**config.mk**
```make
export PLATFORM = sky130hd
export DESIGN_NAME = list_cmd_ctrl
export DESIGN_NICKNAME = d
export VERILOG_FILES = /design/src/rtl/list_cmd_ctrl.sv
export SDC_FILE = /design/constraint.sdc
export NUM_CORES = 1
export LEC_CHECK = 0
export CORE_MARGIN = 8
export CORE_UTILIZATION = 27
export CTS_CLUSTER_SIZE = 12
export DETAILED_ROUTE_END_ITERATION = 10
export PLACE_DENSITY_LB_ADDON = 0.05
export SLEW_MARGIN = 20
export SYNTH_ARGS = -nofsm -noshare
export SYNTH_HDL_FRONTEND = slang
export SYNTH_SLANG_ARGS = --single-unit
```
**constraint.sdc**
```tcl
create_clock -name clk -period 6.2 [get_ports clk]
set_clock_uncertainty 0.1 [all_clocks]
set_input_delay 0.93 -clock clk [delete_from_list [all_inputs] [get_ports clk]]
set_output_delay 0.93 -clock clk [all_outputs]
set_load 0.02 [all_outputs]
```
**src/rtl/list_cmd_ctrl.sv**
```systemverilog
// list_cmd_ctrl
//   Command front-end for one list instance. Commands arrive on a valid/ready
//   stream and are buffered in a small command FIFO. A three-state sequencer
//   (IDLE -> WAIT -> GAP) issues them one at a time on the list op port. It
//   gathers op_done / op_error / data_out into a response FIFO that is drained
//   through a valid/ready stream. SEARCH_ALL produces one beat per match plus a
//   closing beat. Every command yields exactly one beat with rsp_last=1.
//
// Ports
//   clk, rst            clock; asynchronous active-high reset
//   cmd_valid/ready     command stream handshake (ready = command FIFO not full)
//   cmd_op/data/index   op code, insert value or search key, element index
//   rsp_valid/ready     response stream handshake (valid = response FIFO not empty)
//   rsp_data            read value / sum / match index, 0 for insert/delete/sort
//   rsp_error/last/op   error flag, final-beat flag, echo of the command op
//   l_op_sel/l_op_en    op select and single-cycle start pulse to the list
//   l_data_in/index_in  op operands, held stable from issue until the next issue
//   l_data_out, l_op_done, l_op_in_prog, l_op_error, l_len   list status
module list_cmd_ctrl #(
  parameter int DATA_WIDTH = 32,
  parameter int LENGTH     = 8,
  parameter int CMD_DEPTH  = 4,
  parameter int RSP_DEPTH  = 16,
  localparam int LW        = $clog2(LENGTH),
  localparam int LENW      = $clog2(LENGTH + 1)
) (
  input  logic                  clk,
  input  logic                  rst,
  input  logic                  cmd_valid,
  output logic                  cmd_ready,
  input  logic [2:0]            cmd_op,
  input  logic [DATA_WIDTH-1:0] cmd_data,
  input  logic [LW-1:0]         cmd_index,
  output logic                  rsp_valid,
  input  logic                  rsp_ready,
  output logic [LW+DATA_WIDTH-1:0] rsp_data,
  output logic                  rsp_error,
  output logic                  rsp_last,
  output logic [2:0]            rsp_op,
  output logic [2:0]            l_op_sel,
  output logic                  l_op_en,
  output logic [DATA_WIDTH-1:0] l_data_in,
  output logic [LW-1:0]         l_index_in,
  input  logic [LW+DATA_WIDTH-1:0] l_data_out,
  input  logic                  l_op_done,
  input  logic                  l_op_in_prog,
  input  logic                  l_op_error,
  input  logic [LENW-1:0]       l_len
);

  localparam int RW  = LW + DATA_WIDTH;
  localparam int RE  = RW + 5;                 // {data, error, last, op}
  localparam int CAW = $clog2(CMD_DEPTH);
  localparam int CCW = $clog2(CMD_DEPTH + 1);
  localparam int RAW = $clog2(RSP_DEPTH);
  localparam int RCW = $clog2(RSP_DEPTH + 1);

  localparam logic [2:0] OP_SEARCH_ALL = 3'd2;
  localparam logic [2:0] OP_SEARCH_1ST = 3'd3;

  typedef enum logic [1:0] {ST_IDLE, ST_WAIT, ST_GAP} state_t;

  function automatic logic is_search(input logic [2:0] op);
    return (op == OP_SEARCH_ALL) || (op == OP_SEARCH_1ST);
  endfunction

  // Command FIFO
  logic [2:0]            cmd_op_mem   [CMD_DEPTH];
  logic [DATA_WIDTH-1:0] cmd_data_mem [CMD_DEPTH];
  logic [LW-1:0]         cmd_idx_mem  [CMD_DEPTH];
  logic [CAW-1:0]        cmd_wr_ptr, cmd_rd_ptr;
  logic [CCW-1:0]        cmd_cnt;
  logic                  cmd_push, cmd_pop, cmd_empty;
  logic [2:0]            hd_op;
  logic [DATA_WIDTH-1:0] hd_data;
  logic [LW-1:0]         hd_index;

  // No bypass: a full FIFO stays not-ready even when the head is popped this cycle.
  assign cmd_ready = (cmd_cnt != CCW'(CMD_DEPTH));
  assign cmd_push  = cmd_valid & cmd_ready;
  assign cmd_empty = (cmd_cnt == '0);
  assign hd_op     = cmd_op_mem[cmd_rd_ptr];
  assign hd_data   = cmd_data_mem[cmd_rd_ptr];
  assign hd_index  = cmd_idx_mem[cmd_rd_ptr];

  always_ff @(posedge clk) begin
    if (cmd_push) begin
      cmd_op_mem[cmd_wr_ptr]   <= cmd_op;
      cmd_data_mem[cmd_wr_ptr] <= cmd_data;
      cmd_idx_mem[cmd_wr_ptr]  <= cmd_index;
    end
  end

  always_ff @(posedge clk or posedge rst) begin
    if (rst) begin
      cmd_wr_ptr <= '0;
      cmd_rd_ptr <= '0;
      cmd_cnt    <= '0;
    end else begin
      if (cmd_push) cmd_wr_ptr <= cmd_wr_ptr + CAW'(1);
      if (cmd_pop)  cmd_rd_ptr <= cmd_rd_ptr + CAW'(1);
      case ({cmd_push, cmd_pop})
        2'b10:   cmd_cnt <= cmd_cnt + CCW'(1);
        2'b01:   cmd_cnt <= cmd_cnt - CCW'(1);
        default: cmd_cnt <= cmd_cnt;
      endcase
    end
  end

  // Response FIFO
  logic [RE-1:0]  rsp_mem [RSP_DEPTH];
  logic [RAW-1:0] rsp_wr_ptr, rsp_rd_ptr;
  logic [RCW-1:0] rsp_cnt;
  logic           rsp_push, rsp_pop, rsp_room;
  logic [RE-1:0]  rsp_wdata;

  assign rsp_valid = (rsp_cnt != '0);
  assign rsp_pop   = rsp_valid & rsp_ready;
  // Issue only with room for the worst case: LENGTH match beats plus the final beat.
  // This means WAIT never needs to stall the list.
  assign rsp_room  = (rsp_cnt <= RCW'(RSP_DEPTH - LENGTH - 1));

  // Outputs read zero while empty so the stream is clean out of reset.
  assign {rsp_data, rsp_error, rsp_last, rsp_op} =
    rsp_valid ? rsp_mem[rsp_rd_ptr] : '0;

  always_ff @(posedge clk) begin
    if (rsp_push) rsp_mem[rsp_wr_ptr] <= rsp_wdata;
  end

  always_ff @(posedge clk or posedge rst) begin
    if (rst) begin
      rsp_wr_ptr <= '0;
      rsp_rd_ptr <= '0;
      rsp_cnt    <= '0;
    end else begin
      if (rsp_push) rsp_wr_ptr <= rsp_wr_ptr + RAW'(1);
      if (rsp_pop)  rsp_rd_ptr <= rsp_rd_ptr + RAW'(1);
      case ({rsp_push, rsp_pop})
        2'b10:   rsp_cnt <= rsp_cnt + RCW'(1);
        2'b01:   rsp_cnt <= rsp_cnt - RCW'(1);
        default: rsp_cnt <= rsp_cnt;
      endcase
    end
  end

  // Sequencer
  state_t          state;
  logic [LENW-1:0] match_cnt;
  logic            search_empty;

  // A search on an empty list is answered locally and never reaches the list.
  assign search_empty = is_search(hd_op) && (l_len == '0);

  always_comb begin
    cmd_pop   = 1'b0;
    rsp_push  = 1'b0;
    rsp_wdata = '0;
    case (state)
      ST_IDLE: begin
        if (!cmd_empty && rsp_room) begin
          cmd_pop = 1'b1;
          if (search_empty) begin
            rsp_push  = 1'b1;
            rsp_wdata = {RW'(0), 1'b1, 1'b1, hd_op};
          end
        end
      end
      ST_WAIT: begin
        if (l_op_done) begin
          rsp_push = 1'b1;
          if (l_op_in_prog)
            rsp_wdata = {l_data_out, 1'b0, 1'b0, l_op_sel};
          else if (l_op_sel == OP_SEARCH_ALL)
            rsp_wdata = {RW'(0), (match_cnt == '0), 1'b1, l_op_sel};
          else
            rsp_wdata = {l_data_out, l_op_error, 1'b1, l_op_sel};
        end
      end
      default: ;
    endcase
  end

  always_ff @(posedge clk or posedge rst) begin
    if (rst) begin
      state      <= ST_IDLE;
      l_op_en    <= 1'b0;
      l_op_sel   <= '0;
      l_data_in  <= '0;
      l_index_in <= '0;
      match_cnt  <= '0;
    end else begin
      case (state)
        ST_IDLE: begin
          if (cmd_pop) begin
            if (search_empty) begin
              state <= ST_GAP;
            end else begin
              l_op_sel   <= hd_op;
              l_data_in  <= hd_data;
              l_index_in <= hd_index;
              l_op_en    <= 1'b1;
              match_cnt  <= '0;
              state      <= ST_WAIT;
            end
          end
        end
        ST_WAIT: begin
          l_op_en <= 1'b0;
          if (l_op_done) begin
            if (l_op_in_prog) match_cnt <= match_cnt + LENW'(1);
            else              state     <= ST_GAP;
          end
        end
        // The list sits in its done state for one cycle and ignores op_en there.
        ST_GAP:  state <= ST_IDLE;
        default: state <= ST_IDLE;
      endcase
    end
  end

endmodule

```
Word-level counts from Yosys, hierarchy flattened
Memories as Yosys holds them, arrays and structs flattened. A register that Yosys moved wholly into a read port is not among the register bits.
Cells that the tools add are included.
Widths: inputs -> output; s select.
{"block": "totals", "register_bits": 30, "ramBits": 792, "in_bits": 84, "out_inout_bits": 81, "wordCells": 89, "n_memories": 4}
{"name": "rsp_mem", "words": 16, "width": 40, "rd": 1, "rd_clocked_by_memory_dff": 0, "write_ports": 1, "line": "111", "source": "logic [RE-1:0] rsp_mem [RSP_DEPTH];"}
{"name": "cmd_data_mem", "words": 4, "width": 32, "rd": 1, "rd_clocked_by_memory_dff": 1, "write_ports": 1, "line": "69", "source": "logic [DATA_WIDTH-1:0] cmd_data_mem [CMD_DEPTH];"}
{"name": "cmd_idx_mem", "words": 4, "width": 3, "rd": 1, "rd_clocked_by_memory_dff": 1, "write_ports": 1, "line": "70", "source": "logic [LW-1:0] cmd_idx_mem [CMD_DEPTH];"}
{"name": "cmd_op_mem", "words": 4, "width": 3, "rd": 1, "rd_clocked_by_memory_dff": 0, "write_ports": 1, "line": "68", "source": "logic [2:0] cmd_op_mem [CMD_DEPTH];"}
{"block": "op_classes", "addsub": 9, "n_lt_le_gt_ge": 1, "eq_ne": 14, "mux": 32, "bitwise_logic": 3, "reduce_logical": 16}
{"op": "$mux 40", "count": 4}
{"op": "$pmux 40 s2", "count": 1}
{"op": "$mux 4", "count": 4}
{"op": "$add 4x1->4 const B", "count": 3}
{"op": "$mux 1", "count": 11}
{"op": "$mux 5", "count": 2}
{"op": "$ne 2x2->1 const B", "count": 5}
{"op": "$pmux 5 s2", "count": 1}
{"op": "$eq 3x2->1 const B", "count": 3}
{"op": "$reduce_and 3->1", "count": 3}
{"op": "$logic_not 4->1", "count": 2}
{"op": "$mux 2", "count": 4}
{"op": "$pmux 4 s2", "count": 1}
{"op": "$eq 2x1->1 const B", "count": 3}
{"op": "$pmux 3 s2", "count": 1}
{"op": "$reduce_bool 2->1", "count": 3}
{"op": "$add 5x1->5 const B", "count": 1}
{"op": "$le 5x3->1 const B", "count": 1}
{"op": "$reduce_and 5->1", "count": 1}
{"op": "$reduce_bool 5->1", "count": 1}
{"op": "$sub 5x1->5 const B", "count": 1}
{"op": "$add 2x1->2 const B", "count": 2}
{"op": "$eq 2x2->1 const B", "count": 2}
{"op": "$pmux 1 s2", "count": 2}
{"op": "other kinds (11)", "count": 13}

Depth between registers and ports, before layout
An unclocked memory read counts as a cell.
{"block": "logic_depth", "depth_word": 9, "depth_mapped": 14, "ltp_nobuf": 12}

Worst setup path before layout
Ideal clock, no wire load.
{"block": "synth_path", "path_kind": "input to register", "start": "in l_len[1]", "end": "mem rsp_mem[0][0] in the netlist's numbering (enable)", "setup_ns": 0.537, "arrival_ns": 5.605, "t_required_ns": 5.563, "setup_slack_ns": -0.042, "stages": 4, "n_path_buf": 1, "cell_sequence": "nor4_1 > a31oi_2 > buf_4 > nor4_1"}
{"block": "synth_between", "elab_chain_len": 7}
{"element": "start: declaration", "line": "48", "source": "input logic [LENW-1:0] l_len"}
{"element": "$logic_not 4->1", "line": "153", "source": "assign search_empty = is_search(hd_op) && (l_len == '0);"}
{"element": "$logic_and 1x1->1", "line": "153"}
{"element": "$mux 1", "line": "163", "source": "if (search_empty) begin"}
{"element": "$mux 1", "line": "161", "source": "if (!cmd_empty && rsp_room) begin"}
{"element": "$pmux 1 s2", "line": "159", "source": "case (state)"}
{"element": "$mux 1", "line": "128", "source": "if (rsp_push) rsp_mem[rsp_wr_ptr] <= rsp_wdata;"}
{"element": "$mux 1 (not written as such)", "line": "128"}
{"element": "end: declaration", "line": "111"}
Every way passes these cells.

Final worst setup path
{"block": "layout_path", "start": "reg rsp_rd_ptr[0]", "end": "out rsp_data[27]"}
{"block": "layout_between", "elab_chain_len": 2}
{"element": "start: declaration", "line": "112", "source": "logic [RAW-1:0] rsp_wr_ptr, rsp_rd_ptr;"}
{"element": "start signal: assignment", "line": "138", "source": "if (rsp_pop) rsp_rd_ptr <= rsp_rd_ptr + RAW'(1);"}
{"element": "$mem_v2 16x40"}
{"element": "$mux 40", "line": "125", "source": "rsp_valid ? rsp_mem[rsp_rd_ptr] : '0;"}
{"element": "end: declaration", "line": "36", "source": "output logic [LW+DATA_WIDTH-1:0] rsp_data,"}
Every way passes these cells.

==> flow_summary.toml <==
[route]
drc_errors = 0
drtIter0Drc = 918
dr.pass1.iters = 5
wl_um = 85800
vias = 15400
antenna_left = 0
drt-wirelength-per-cell_um = 24.9
vias_per_cell = 4.46

[sta]
max_freq_mhz = 211
tightest_slew_ns = 1.10
rsz0062_at_grt = "false"
finalCriticalPeriod_ns = 4.74
drv_slew = 0
maxSlewHeadroom = 0.270
min_period_over_period = 0.764
finalWorstSetupSlack_ns = 1.46
finalHoldViolCount = 0
finalSetupViolations = 0

[layout]
final_area_sq_um = 40100
drive_gt1_frac = 0.236
num-nets-final = 1833
fin_util = 0.330
area_growth_pct = 21.7
fillers = 11600

[worst_setup_path]
worstPathRequired_ns = 5.17
crit_end = "rsp_data[27]"
reg2reg_to = "rsp_mem[14][25]"
r2r-start = "cmd_rd_ptr[1]"
setup.worst_path.start = "rsp_rd_ptr[0]"
startpoint_type = "flip-flop"
critical_path.max_fanout = 29
critPathKind = "flip-flop to primary output"
worstPathCellList = "buf_4 > mux4_2 > mux2i_1 > o22ai_1 > clkdlybuf4s50_1"
r2r_cells = 7
cp_slowest_cell = "dfrtp_4"
crit_arrival_ns = 3.71
crit_path_end_kind = "primary output"
cp_slowest_stage_delay_ns = 0.88
r2r_setup_slack_ns = 2.66

[global_route]
antenna_found_initial = 4
gr-max-usage-layer = "met2"
grt_use_met3 = 0.0299
use_met2 = 0.220
use_met1 = 0.165
grt_usage = 0.128
grt_pass1_wl_um = 125000
grt-ovfl-total = 0
grt_pass1_vias = 17100
grt_max_degree = 60

[synthesis]
async_flop_share = 0.0758
syn_nets = 1586
synthTopCellsByArea = "edfxtp_1, mux4_2, dfrtp_1, mux2i_1, mux2_1"
ys_ff_latch = 857
synth_edf_count = 792
syn_inst = 1486
avgSynthCellArea_sq_um = 22.2
syn_area_sq_um = 33000
synth_top_cell_area_share = 0.721
ys_seq_area_frac = 0.770
yosys_warnings = 0
synth_cell_types = 47
ys.flop_type = "edfxtp_1"
synth_top_area_cell = "edfxtp_1"

[clock_tree]
clk_pin_slew_ns = 0.06
postCtsSetupBuffers = 0
cts_root_buffer = "clkbuf_16"
ctsHoldBuffers = 0
post_cts_resize_count = 0
insertion_delay_ns = 0.67
cts_buffer_depth = 3
cts_tree = "built"
htree_levels = 3
cts_num_sinks = 857
numCtsBuffers = 101

[power]
p_seq_frac = 0.396
netSwitchingFraction = 0.317
irDropWorstVdd_mv = 0.366
p_leak_nw = 13.1
p_comb_frac = 0.309
p_clk_frac = 0.295
p_per_area_nw_per_um2 = 484
p_int_mw = 13.3
power.switching_mw = 6.15

[min_path]
hp-start = "rsp_cnt[4]"
min_path_type = "flip-flop to flip-flop"

[outcome]
status = "complete, no violations"

[place]
place_area_sq_um = 36900
dp_hpwl_um = 49300
place_congestion = 0.682
pre_cts_ws_ns = 1.65
portBuffers = 164

[floorplan]
die_area_sq_um = 134000
core_area_sq_um = 122000
ioPinCount = 165
die_w_um = 366
initial_core_util = 0.271
fp.dieH_um = 366
num_rows = 128

[job]
drv_cap = 0
-- worst min-delay path by stage --
stage,end,depth (start not counted)
global placement,rsp_cnt[4],1
CTS,rsp_cnt[4],1
detailed placement,rsp_cnt[4],1
global route,rsp_cnt[4],1
finish,rsp_cnt[4],1
floorplan,rsp_cnt[4],1
-- synthesized netlist by cell type, types with 7 or more instances --
cell / n
inv_1: 18
xnor2_1: 9
o22ai_1: 43
mux4_2: 199
dfrtp_1: 65
xor2_1: 11
ha_1: 15
edfxtp_1: 792
and2_1: 42
buf_2: 23
nor2_1: 16
nand2_1: 19
buf_1: 12
a21oi_1: 7
nor3_1: 7
mux2i_1: 81
clkbuf_1: 34
mux2_1: 37
-- area by class of cell --
cell class | instances | area (sq um) | share of cell area
repair buffers | 218 | 2100 | 0.0523
well taps | 1625 | 2030 | 0.0507
diodes | 4 | 10.0 | 0.000249
inverters | 19 | 72.6 | 0.00181
clock inverters | 57 | 512 | 0.0128
clock buffers | 134 | 2700 | 0.0673
multi-input cells | 536 | 7280 | 0.181
flip-flops and latches | 857 | 25400 | 0.634
-- cells by family after synthesis --
group,count (synthesis),share of synthesized area
multiplexers,320,0.174
adder cells (fa/ha/maj),16,0.00630
AO/OA/AOI/OAI,66,0.0128
XOR/XNOR,20,0.00531
flip-flops,857,0.770
buffers and inverters,93,0.0120
AND/OR/NAND/NOR,114,0.0192
-- metal layers --
layer | wire, um | vias to the layer above
met5 | 41 | -
met3 | 3610 | 122
met1 | 37800 | 8321
met2 | 42700 | 263
li1 | - | 6690
met4 | 1750 | 6
-- registers in the layout (all words and copies together) (netlist names), 3 cells and up --
| name | count |
|---|---|
| l_data_in | 32 |
| rsp_wr_ptr | 4 |
| cmd_op_mem | 12 |
| cmd_cnt | 3 |
| rsp_cnt | 5 |
| l_index_in | 3 |
| cmd_idx_mem | 12 |
| cmd_data_mem | 128 |
| match_cnt | 4 |
| l_op_sel | 3 |
| rsp_mem | 640 |
| rsp_rd_ptr | 4 |
-- power by group through the flow --
stage / registers, mW / clock network (mW) / logic [mW]
after global placement: 7.82 / 0 / 6.24
after detailed placement: 7.84 / 0 / 6.25
after floorplan: 7.66 / 0 / 3.77
after CTS: 7.72 / 5.95 / 6.27
after global routing: 7.79 / 6.15 / 6.53
final: 7.69 / 5.73 / 6.00
-- metrics by stage --
step,std cells,TNS (ns),hold slack (ns),power [mW]
6_report,3450,0,0.374,19.4
5_1_grt,3446,0,0.396,20.5
3_3_place_gp,3255,0,0.366,14.1
3_5_place_dp,3255,0,0.365,14.1
2_1_floorplan,1486,-6.73,0.347,11.4
4_1_cts,3446,0,0.376,19.9
-- layout by cell type (no fill, tap or decap), drive strengths merged, types with 15 or more instances in the layout --
cell type and n:
and2 43, buf 54, clkbuf 134, clkdlybuf4s50 164, clkinv 42, dfrtp 65, edfxtp 792, ha 15
inv 23, mux2 40, mux2i 81, mux4 199, nand2 19, nor2 17, o22ai 43
-- worst max-delay path, delay by kind of cell (launching register included) --
kind | cells | cell delay [ns]
AOI/OAI and AO/OA | 1 | 0.16
buffers and inverters | 2 | 1.18
DFF | 1 | 0.88
muxes | 2 | 0.81
No activity file was read; power rests on OpenSTA's default activity.
